[config.mk]
export PLATFORM = sky130hd
export DESIGN_NAME = fxu_rs
export DESIGN_NICKNAME = d
export VERILOG_FILES = /design/src/rtl/fxu_rs.sv
export SDC_FILE = /design/constraint.sdc
export NUM_CORES = 1
export LEC_CHECK = 0
export CORE_UTILIZATION = 53
export CTS_BUF_LIST = sky130_fd_sc_hd__clkbuf_2
export DETAILED_ROUTE_END_ITERATION = 8
export PLACE_DENSITY_LB_ADDON = 0.2
export SYNTH_ARGS = -nofsm -noshare
export SYNTH_HDL_FRONTEND = slang
export SYNTH_SLANG_ARGS = --single-unit
[constraint.sdc]
create_clock -name clk -period 2.8 [get_ports clk]
set_input_delay 0.28 -clock clk [delete_from_list [all_inputs] [get_ports clk]]
set_output_delay 0.28 -clock clk [all_outputs]
set_load 0.05 [all_outputs]
[src/rtl/fxu_rs.sv]
// Reservation station for the fixed-point unit: holds dispatched ops until both operands
// are valid, snoops the FXU result broadcast, and issues the lowest ready slot each cycle.
module fxu_rs #(
  parameter int DEPTH = 4
) (
  input  logic        clk,
  input  logic        reset,
  input  logic        flush,
  input  logic        disp_valid,
  output logic        disp_ready,
  input  logic [3:0]  disp_opcode,
  input  logic [3:0]  disp_rob_index,
  input  logic        disp_a_rdy,
  input  logic        disp_b_rdy,
  input  logic [15:0] disp_va,
  input  logic [15:0] disp_vb,
  input  logic [3:0]  disp_a_tag,
  input  logic [3:0]  disp_b_tag,
  input  logic [7:0]  disp_i,
  input  logic        cdb_valid,
  input  logic [3:0]  cdb_rob_index,
  input  logic [15:0] cdb_value,
  output logic        issue_valid,
  output logic [3:0]  issue_opcode,
  output logic [3:0]  issue_index,
  output logic [15:0] issue_va,
  output logic [15:0] issue_vb,
  output logic [7:0]  issue_i,
  output logic [3:0]  occupancy
);

  localparam int SW = (DEPTH > 1) ? $clog2(DEPTH) : 1;

  logic [DEPTH-1:0] ent_valid;
  logic [DEPTH-1:0] ent_a_rdy;
  logic [DEPTH-1:0] ent_b_rdy;
  logic [3:0]       ent_opcode [DEPTH];
  logic [3:0]       ent_rob    [DEPTH];
  logic [3:0]       ent_a_tag  [DEPTH];
  logic [3:0]       ent_b_tag  [DEPTH];
  logic [15:0]      ent_va     [DEPTH];
  logic [15:0]      ent_vb     [DEPTH];
  logic [7:0]       ent_i      [DEPTH];

  logic [SW-1:0] free_slot;
  logic [SW-1:0] cand_slot;
  logic          cand_found;
  logic          accept;
  logic          issue_fire;
  logic          a_cap;
  logic          b_cap;

  assign disp_ready = (occupancy < 4'(DEPTH));
  assign accept     = disp_valid & disp_ready & ~flush;
  assign issue_fire = cand_found & ~flush;

  // A dispatched operand whose producer is broadcasting right now is stored as ready.
  assign a_cap = ~disp_a_rdy & cdb_valid & (disp_a_tag == cdb_rob_index);
  assign b_cap = ~disp_b_rdy & cdb_valid & (disp_b_tag == cdb_rob_index);

  // Descending scans so the lowest-numbered match is the one that sticks.
  always_comb begin
    free_slot  = '0;
    cand_slot  = '0;
    cand_found = 1'b0;
    for (int k = DEPTH - 1; k >= 0; k--) begin
      if (!ent_valid[k]) begin
        free_slot = SW'(k);
      end
      if (ent_valid[k] && ent_a_rdy[k] && ent_b_rdy[k]) begin
        cand_slot  = SW'(k);
        cand_found = 1'b1;
      end
    end
  end

  always_comb begin
    issue_valid  = 1'b0;
    issue_opcode = '0;
    issue_index  = '0;
    issue_va     = '0;
    issue_vb     = '0;
    issue_i      = '0;
    if (issue_fire) begin
      issue_valid  = 1'b1;
      issue_opcode = ent_opcode[cand_slot];
      issue_index  = ent_rob[cand_slot];
      issue_va     = ent_va[cand_slot];
      issue_vb     = ent_vb[cand_slot];
      issue_i      = ent_i[cand_slot];
    end
  end

  // Snoop first, then retire the issued slot, then fill the free slot; they never overlap.
  always_ff @(posedge clk) begin
    if (reset || flush) begin
      ent_valid <= '0;
      occupancy <= '0;
    end else begin
      if (cdb_valid) begin
        for (int k = 0; k < DEPTH; k++) begin
          if (ent_valid[k] && !ent_a_rdy[k] && (ent_a_tag[k] == cdb_rob_index)) begin
            ent_a_rdy[k] <= 1'b1;
            ent_va[k]    <= cdb_value;
          end
          if (ent_valid[k] && !ent_b_rdy[k] && (ent_b_tag[k] == cdb_rob_index)) begin
            ent_b_rdy[k] <= 1'b1;
            ent_vb[k]    <= cdb_value;
          end
        end
      end
      if (issue_fire) begin
        ent_valid[cand_slot] <= 1'b0;
      end
      if (accept) begin
        ent_valid[free_slot]  <= 1'b1;
        ent_opcode[free_slot] <= disp_opcode;
        ent_rob[free_slot]    <= disp_rob_index;
        ent_a_rdy[free_slot]  <= disp_a_rdy | a_cap;
        ent_b_rdy[free_slot]  <= disp_b_rdy | b_cap;
        ent_va[free_slot]     <= a_cap ? cdb_value : disp_va;
        ent_vb[free_slot]     <= b_cap ? cdb_value : disp_vb;
        ent_a_tag[free_slot]  <= disp_a_tag;
        ent_b_tag[free_slot]  <= disp_b_tag;
        ent_i[free_slot]      <= disp_i;
      end
      occupancy <= occupancy + {3'b000, accept} - {3'b000, issue_fire};
    end
  end

endmodule

==> impl_metrics.env, run 1 <==
export IMPL_status="finished with violations"
export IMPL_violations="negative setup slack"
export IMPL_required_ns=2.52
export IMPL_min_from="disp_opcode[1]"
export IMPL_die_width_um=149
export IMPL_dpl_hpwl_mm=18.2
export IMPL_synth_cell_types=50
export IMPL_finalWorstSetupSlack_ns=-0.0596
export IMPL_worstPathArrival_ns=2.58
export IMPL_r2r_start="ent_a_rdy[0]$_DFFE_PP_"
export IMPL_core_area_um2=21200
export IMPL_num_rows=53
export IMPL_ys_ff_latch=240
export IMPL_cts_max_path_buffers=3
export IMPL_drive_above_1_share_pct=43.4
export IMPL_synth_top_area_share_pct=60.5
export IMPL_maxClockFrequency_ghz=0.350
export IMPL_antenna_found_initial=1
export IMPL_clock_latency_ns=0.84
export IMPL_cts_made_buffers=57
export IMPL_peakVddDrop_mv=0.355
export IMPL_place_inst=1235
export IMPL_ioPinCount=137
export IMPL_clock_skew_ns=0.0478
export IMPL_cp_cell_sequence="nand3_2 -> buf_6 -> a31o_4 -> buf_12 -> clkbuf_16 -> a22oi_1 -> a21oi_2 -> buf_12"
export IMPL_cap_violations=0
export IMPL_ys_seq_area_share_pct=61.9
export IMPL_port_buffers=136
export IMPL_critPathKind="reg2out"
export IMPL_postSynthAreaPerCell_um2=13.8
export IMPL_synthArstFlopShare_pct=0
export IMPL_grt_max_degree=37
export IMPL_min_path_type="in2reg"
export IMPL_fillers=1331
export IMPL_period_share_pct=102
export IMPL_crit_start="ent_b_rdy[1]$_DFFE_PP_"
export IMPL_synth_largest_area_cell="edfxtp_1"
export IMPL_worst_path_max_delay_cell="edfxtp_1"
export IMPL_place_area_um2=13900
export IMPL_crit_path_end_kind="output port"
export IMPL_synth_fp_nets=925
export IMPL_ys_flop_type="edfxtp_1"
export IMPL_vias=8353
export IMPL_total_power_uw=6820
export IMPL_critPathLaunchType="flip-flop"
export IMPL_htree_levels=2
export IMPL_critPathMaxFanout=6
export IMPL_routed_wl_mm=32.8
export IMPL_cts_tree="yes"
export IMPL_rsz0062_at_grt="yes"
export IMPL_power_density_nw_per_um2=434
export IMPL_cpMostUsedCell="buf_12"
export IMPL_finalHoldViolCount=0
export IMPL_p_leak_uw=0.00518
export IMPL_clk_pin_slew_worst_paths_ns=0.10
export IMPL_drtAntennaViolNets=0
export IMPL_routedWlPerCell_um=23.8
export IMPL_start_util_pct=54.4
export IMPL_synth_commonest_cells="edfxtp_1 (232), mux2_2 (118), a21oi_1 (56), nand3_1 (55)"
export IMPL_syn_area_um2=11500
export IMPL_track_usage_pct=28.4
export IMPL_grt_pass1_wl_mm=46.8
export IMPL_nNetsFinal=1144
export IMPL_final_area_um2=15700
export IMPL_viasPerCell=6.06
export IMPL_finalCriticalPeriod_ns=2.86
export IMPL_yosys_top_cells_area="edfxtp_1 (61%), mux2_2 (12%), a22oi_1 (3.5%)"
export IMPL_postCtsHoldBufs=0
export IMPL_ys_warn_count=0
export IMPL_drc=0
export IMPL_drt_pass1_iterations=5
export IMPL_gp_congestion=0.878
export IMPL_die_y_um=149
export IMPL_maxSlewViolCount=0
export IMPL_die_area_um2=22300
export IMPL_cts_root_buffer="clkbuf_2"
export IMPL_worst_pin_slew_ns=1.04
export IMPL_synth_most_common_cell="edfxtp_1"
export IMPL_overflow=0
export IMPL_critPathMaxStageDelay_ns=0.43
export IMPL_setup_viol=12
export IMPL_fin_cells=1378
export IMPL_area_growth_pct=36.7
export IMPL_grt_pass1_vias=8413
export IMPL_utilization_pct=74.4
export IMPL_syn_inst=836
export IMPL_drt_iter0_drc=807
export IMPL_synth_edff_count=232
export IMPL_relSlewSlack_pct=30.9
export IMPL_clock_sinks=240
-- worst max-delay path: cells and delay by family (launching register included) --
kind            cells  cell delay, ns
flops               1            0.43
simple gates        1            0.12
buf+inv             4            0.63
compound gates      3            0.60
-- cells in the final DEF (no fill, tap or decap), types with 3 or more instances in the layout --
master,netlist,final
xor2_1,9,9
clkbuf_2,0,81
a22oi_1,54,7
edfxtp_1,232,232
a21oi_2,0,29
xnor2_1,29,29
a31oi_1,3,3
clkbuf_16,0,10
a21oi_1,56,8
buf_6,6,3
a21oi_4,2,21
a31oi_4,4,4
nand4_1,8,8
buf_16,0,3
a22oi_2,0,47
inv_1,17,14
nand3_2,0,9
nand3_1,55,45
mux2_2,118,118
mux2_4,10,10
clkinvlp_4,0,3
o21ai_1,0,7
buf_12,1,67
a21o_1,49,49
clkdlybuf4s50_1,0,87
dfxtp_2,0,4
nor3_1,8,8
nor2_1,13,12
clkinv_1,0,23
buf_4,5,48
nand2_1,54,53
ha_1,5,4
o21ai_2,2,3
-- metrics by stage --
stage / setup WS [ns] / setup TNS (ns) / hold slack (ns)
floorplan: 0.00390 / 0 / 0.379
finish: -0.0596 / -0.232 / 0.0878
global route: -0.190 / -5.49 / 0.0284
CTS: -0.0374 / -0.308 / 0.0190
global placement: 0.0338 / 0 / 0.552
detailed placement: 0.00429 / 0 / 0.562
-- kinds of logic (layout without fill, tap and decap cells) --
| group | count (synthesis) | count (layout) | share of synthesized area (%) |
|---|---|---|---|
| xor gates and xnor gates | 39 | 39 | 3.03 |
| DFF | 240 | 240 | 61.9 |
| and+or+nand+nor | 159 | 159 | 6.67 |
| adders and majority gates | 6 | 6 | 0.717 |
| AOI/OAI and AO/OA | 188 | 188 | 11.6 |
| muxes | 128 | 128 | 12.8 |
| buffers and inverters | 76 | 342 | 3.27 |
| other | 0 | 1 | 0 |
-- final timing paths --
| path | endpoint | slack (ns) | cells after the start |
|---|---|---|---|
| min | ent_opcode[2][1]$_DFFE_PP_ | 0.09 | 1 |
| min reg2reg | ent_valid[3]$_SDFF_PN0_ | 0.55 | 2 |
| max reg2reg | occupancy[2]$_SDFF_PN0_ | 0.31 | 11 |
| max | issue_vb[13] | -0.06 | 8 |
-- registers in the layout, indices dropped and copies added, names as in the netlist --
signal / cells
occupancy: 4
ent_rob: 16
ent_a_tag: 16
ent_va: 64
ent_opcode: 16
ent_a_rdy: 4
ent_b_tag: 16
ent_b_rdy: 4
ent_vb: 64
ent_i: 32
ent_valid: 4
-- where the power goes --
group / switching [uW] / leakage, uW / internal, uW
sequential: 21.0 / 0.00217 / 3980
combinational: 280 / 0.00262 / 299
clock: 1370 / 0.000391 / 875
-- layout make-up --
cell class | count | area [um2] | area share (%)
antenna | 1 | 2.50 | 0.0159
timing repair buffer | 219 | 2970 | 18.9
tap | 275 | 344 | 2.19
inverter | 17 | 75.1 | 0.477
multi-input combinational | 520 | 4680 | 29.7
clock buffer | 81 | 405 | 2.58
sequential | 240 | 7140 | 45.4
clock inverter | 25 | 121 | 0.771
-- per-layer routing --
layer	vias up	share of wire, %	global-route usage (%)
met5	-	0	0
met4	0	2.3	9.13
met3	55	9.2	5.57
met2	446	49	47.1
met1	4163	40	37.6
li1	3689	-	-
-- what timing repair did --
item,in CTS,in global routing
cloned,3,11
hold endpoints to repair,0,0
endpoints found under the setup margin,48,48
pin swaps,12,73
resized for setup,104,49
buffers inserted,7,15
Power figures use the tool's default switching activity.
==> run 2: changes to the inputs <==
--- a/config.mk
+++ b/config.mk
@@ -8,6 +8,7 @@
 export CORE_UTILIZATION = 53
 export CTS_BUF_LIST = sky130_fd_sc_hd__clkbuf_2
 export DETAILED_ROUTE_END_ITERATION = 8
+export GPL_TIMING_DRIVEN = 0
 export PLACE_DENSITY_LB_ADDON = 0.2
 export SYNTH_ARGS = -nofsm -noshare
 export SYNTH_HDL_FRONTEND = slang
==> run 2 against run 1 <==
First-iteration DRC count decreased by 18%; die area did not move; the flow still finishes with violations (negative setup slack); routed wire length down 1.0%; largest power group unchanged; fmax decreased by 2.1%; critical endpoint is now issue_va[12]; sequential share of layout area grew 1.4 points; cell area down 3.0%; sequential cell count is the same; worst hold slack got worse by 0.023 ns.
==> impl_metrics.env, run 2 (synthesis gave the netlist of run 1 again) <==
export IMPL_status="finished with violations"
export IMPL_violations="negative setup slack"
export IMPL_min_path_type="in2reg"
export IMPL_r2r_start="ent_b_rdy[1]$_DFFE_PP_"
export IMPL_clk_pin_slew_worst_paths_ns=0.13
export IMPL_finalCriticalPeriod_ns=2.92
export IMPL_fillers=1381
export IMPL_critPathMaxStageDelay_ns=0.49
export IMPL_p_leak_uw=0.00513
export IMPL_worstPathArrival_ns=2.64
export IMPL_finalHoldViolCount=0
export IMPL_register_area_um2=7130
export IMPL_setup_viol=30
export IMPL_nNetsFinal=1168
export IMPL_maxClockFrequency_ghz=0.342
export IMPL_die_y_um=149
export IMPL_hold_depth=1
export IMPL_port_buffers=135
export IMPL_place_area_um2=13400
export IMPL_final_cell_mix="edfxtp_1 (232), mux2_2 (118), clkbuf_2 (86), clkdlybuf4s50_1 (86), buf_6 (61)"
export IMPL_vias=8396
export IMPL_post_place_ws_ns=-0.777
export IMPL_cap_violations=0
export IMPL_viasPerCell=6.06
export IMPL_rsz0062_at_grt="yes"
export IMPL_peakVddDrop_mv=0.293
export IMPL_num_rows=53
export IMPL_required_ns=2.52
export IMPL_cp_cell_sequence="nand3_4 -> buf_6 -> clkbuf_16 -> clkbuf_16 -> nand3_2 -> a21o_1 -> a21oi_2 -> buf_6"
export IMPL_ioPinCount=137
export IMPL_critPathKind="reg2out"
export IMPL_finalWorstSetupSlack_ns=-0.121
export IMPL_drt_pass1_iterations=6
export IMPL_start_util_pct=54.4
export IMPL_overflow=0
export IMPL_grt_max_degree=25
export IMPL_reg2regPathDepth=12
export IMPL_period_share_pct=104
export IMPL_routed_wl_mm=32.4
export IMPL_htree_levels=2
export IMPL_area_growth_pct=32.6
export IMPL_critical_path_top_delay_family="buffers and inverters"
export IMPL_min_from="disp_i[5]"
export IMPL_drc=0
export IMPL_cts_tree="yes"
export IMPL_fin_setup_tns_ns=-1.32
export IMPL_die_area_um2=22300
export IMPL_min_to="ent_i[2][5]$_DFFE_PP_"
export IMPL_antenna_found_initial=1
export IMPL_critPathMaxFanout=5
export IMPL_top_regs="ent_va: 64 flops, ent_vb: 64 flops, ent_i: 32 flops"
export IMPL_dpl_hpwl_mm=19.7
export IMPL_cts_made_buffers=60
export IMPL_clock_sinks=240
export IMPL_clock_skew_ns=0.0760
export IMPL_grt_pass1_wl_mm=48.0
export IMPL_clock_latency_ns=0.89
export IMPL_final_common_cell="edfxtp_1"
export IMPL_postCtsHoldBufs=0
export IMPL_power_density_nw_per_um2=447
export IMPL_relSlewSlack_pct=24.3
export IMPL_track_usage_pct=29.0
export IMPL_gp_congestion=0.893
export IMPL_critPathLaunchType="flip-flop"
export IMPL_rrSetupSlack_ns=0.02
export IMPL_maxSlewViolCount=0
export IMPL_cts_root_buffer="clkbuf_2"
export IMPL_timing_rr_end="occupancy[2]$_SDFF_PN0_"
export IMPL_crit_buf_inv=4
export IMPL_drt_iter0_drc=665
export IMPL_cts_max_path_buffers=3
export IMPL_worst_path_max_delay_cell="edfxtp_1"
export IMPL_crit_path_end_kind="output port"
export IMPL_drtAntennaViolNets=0
export IMPL_multi_input_area_um2=4590
export IMPL_die_width_um=149
export IMPL_core_area_um2=21200
export IMPL_routedWlPerCell_um=23.4
export IMPL_drive_above_1_share_pct=45.4
export IMPL_final_area_um2=15300
export IMPL_grt_pass1_vias=8593
export IMPL_worst_pin_slew_ns=1.13
-- run 2: worst register-to-register path, delay by kind of cell, from the launching register on --
kind / cells / cell delay, ns
XOR/XNOR: 1 / 0.16
AO/OA/AOI/OAI: 1 / 0.30
adder cells (fa/ha/maj): 3 / 0.79
buffers and inverters: 5 / 0.66
AND/OR/NAND/NOR: 2 / 0.24
flip-flops: 1 / 0.48
-- run 2: layout make-up --
cell class              count  share of cell area [%]
diodes                      1                  0.0164
plain buffers              56                    4.38
clock buffers              85                    2.79
clock inverters             8                   0.394
inverters                  17                   0.492
multi-input cells         520                    30.1
flip-flops and latches    240                    46.7
well taps                 275                    2.25
repair buffers            182                    12.8
repair inverters            2                  0.0656
-- run 2: power breakdown --
group          switching, uW  internal, uW
Combinational            282           287
Clock                   1370           885
Sequential              18.9          3980
-- run 2: how the worst max path moves through the flow --
stage / startpoint / to / slack [ns] / cells past startpoint
final: ent_a_rdy[2]$_DFFE_PP_ / issue_va[12] / -0.12 / 8
after global routing: ent_a_rdy[0]$_DFFE_PP_ / issue_va[14] / -0.16 / 7
after CTS: ent_a_rdy[2]$_DFFE_PP_ / issue_va[0] / -0.09 / 7
after detailed placement: flush / ent_va[0][5]$_DFFE_PP_ / -0.78 / 7
after global placement: cdb_valid / ent_vb[0][10]$_DFFE_PP_ / -1.37 / 5
after floorplan: occupancy[2]$_SDFF_PN0_ / ent_va[0][10]$_DFFE_PP_ / 0.004 / 8
-- run 2: stage by stage --
step / total power [uW] / util (%) / std cells / hold WS [ns]
floorplan: 4330 / - / 836 / 0.379
global placement: 4570 / 62.5 / 1246 / 0.545
detailed placement: 4590 / 63.2 / 1253 / 0.558
CTS: 6800 / 69.5 / 1371 / 0.0138
global route: 7050 / 72.1 / 1385 / 0.0338
finish: 6820 / 72.1 / 1386 / 0.0649
-- run 2: layer usage --
layer / global-route usage, % / wire (um) / share of wire [%] / up-vias
met1: 38.6 / 12900 / 40 / 4109
met2: 47.2 / 15700 / 48 / 466
met5: 0 / 0 / 0 / -
met4: 9.49 / 792 / 2.4 / 0
li1: - / - / - / 3725
met3: 6.18 / 3080 / 9.5 / 96
-- run 2: what timing repair did --
| action | CTS | global route |
|---|---|---|
| buffers inserted | 18 | 18 |
| gates cloned | 8 | 2 |
| setup endpoints to repair | 78 | 61 |
| hold endpoints to repair | 0 | 0 |
| resized for setup | 470 | 117 |
| pin swaps | 40 | 77 |
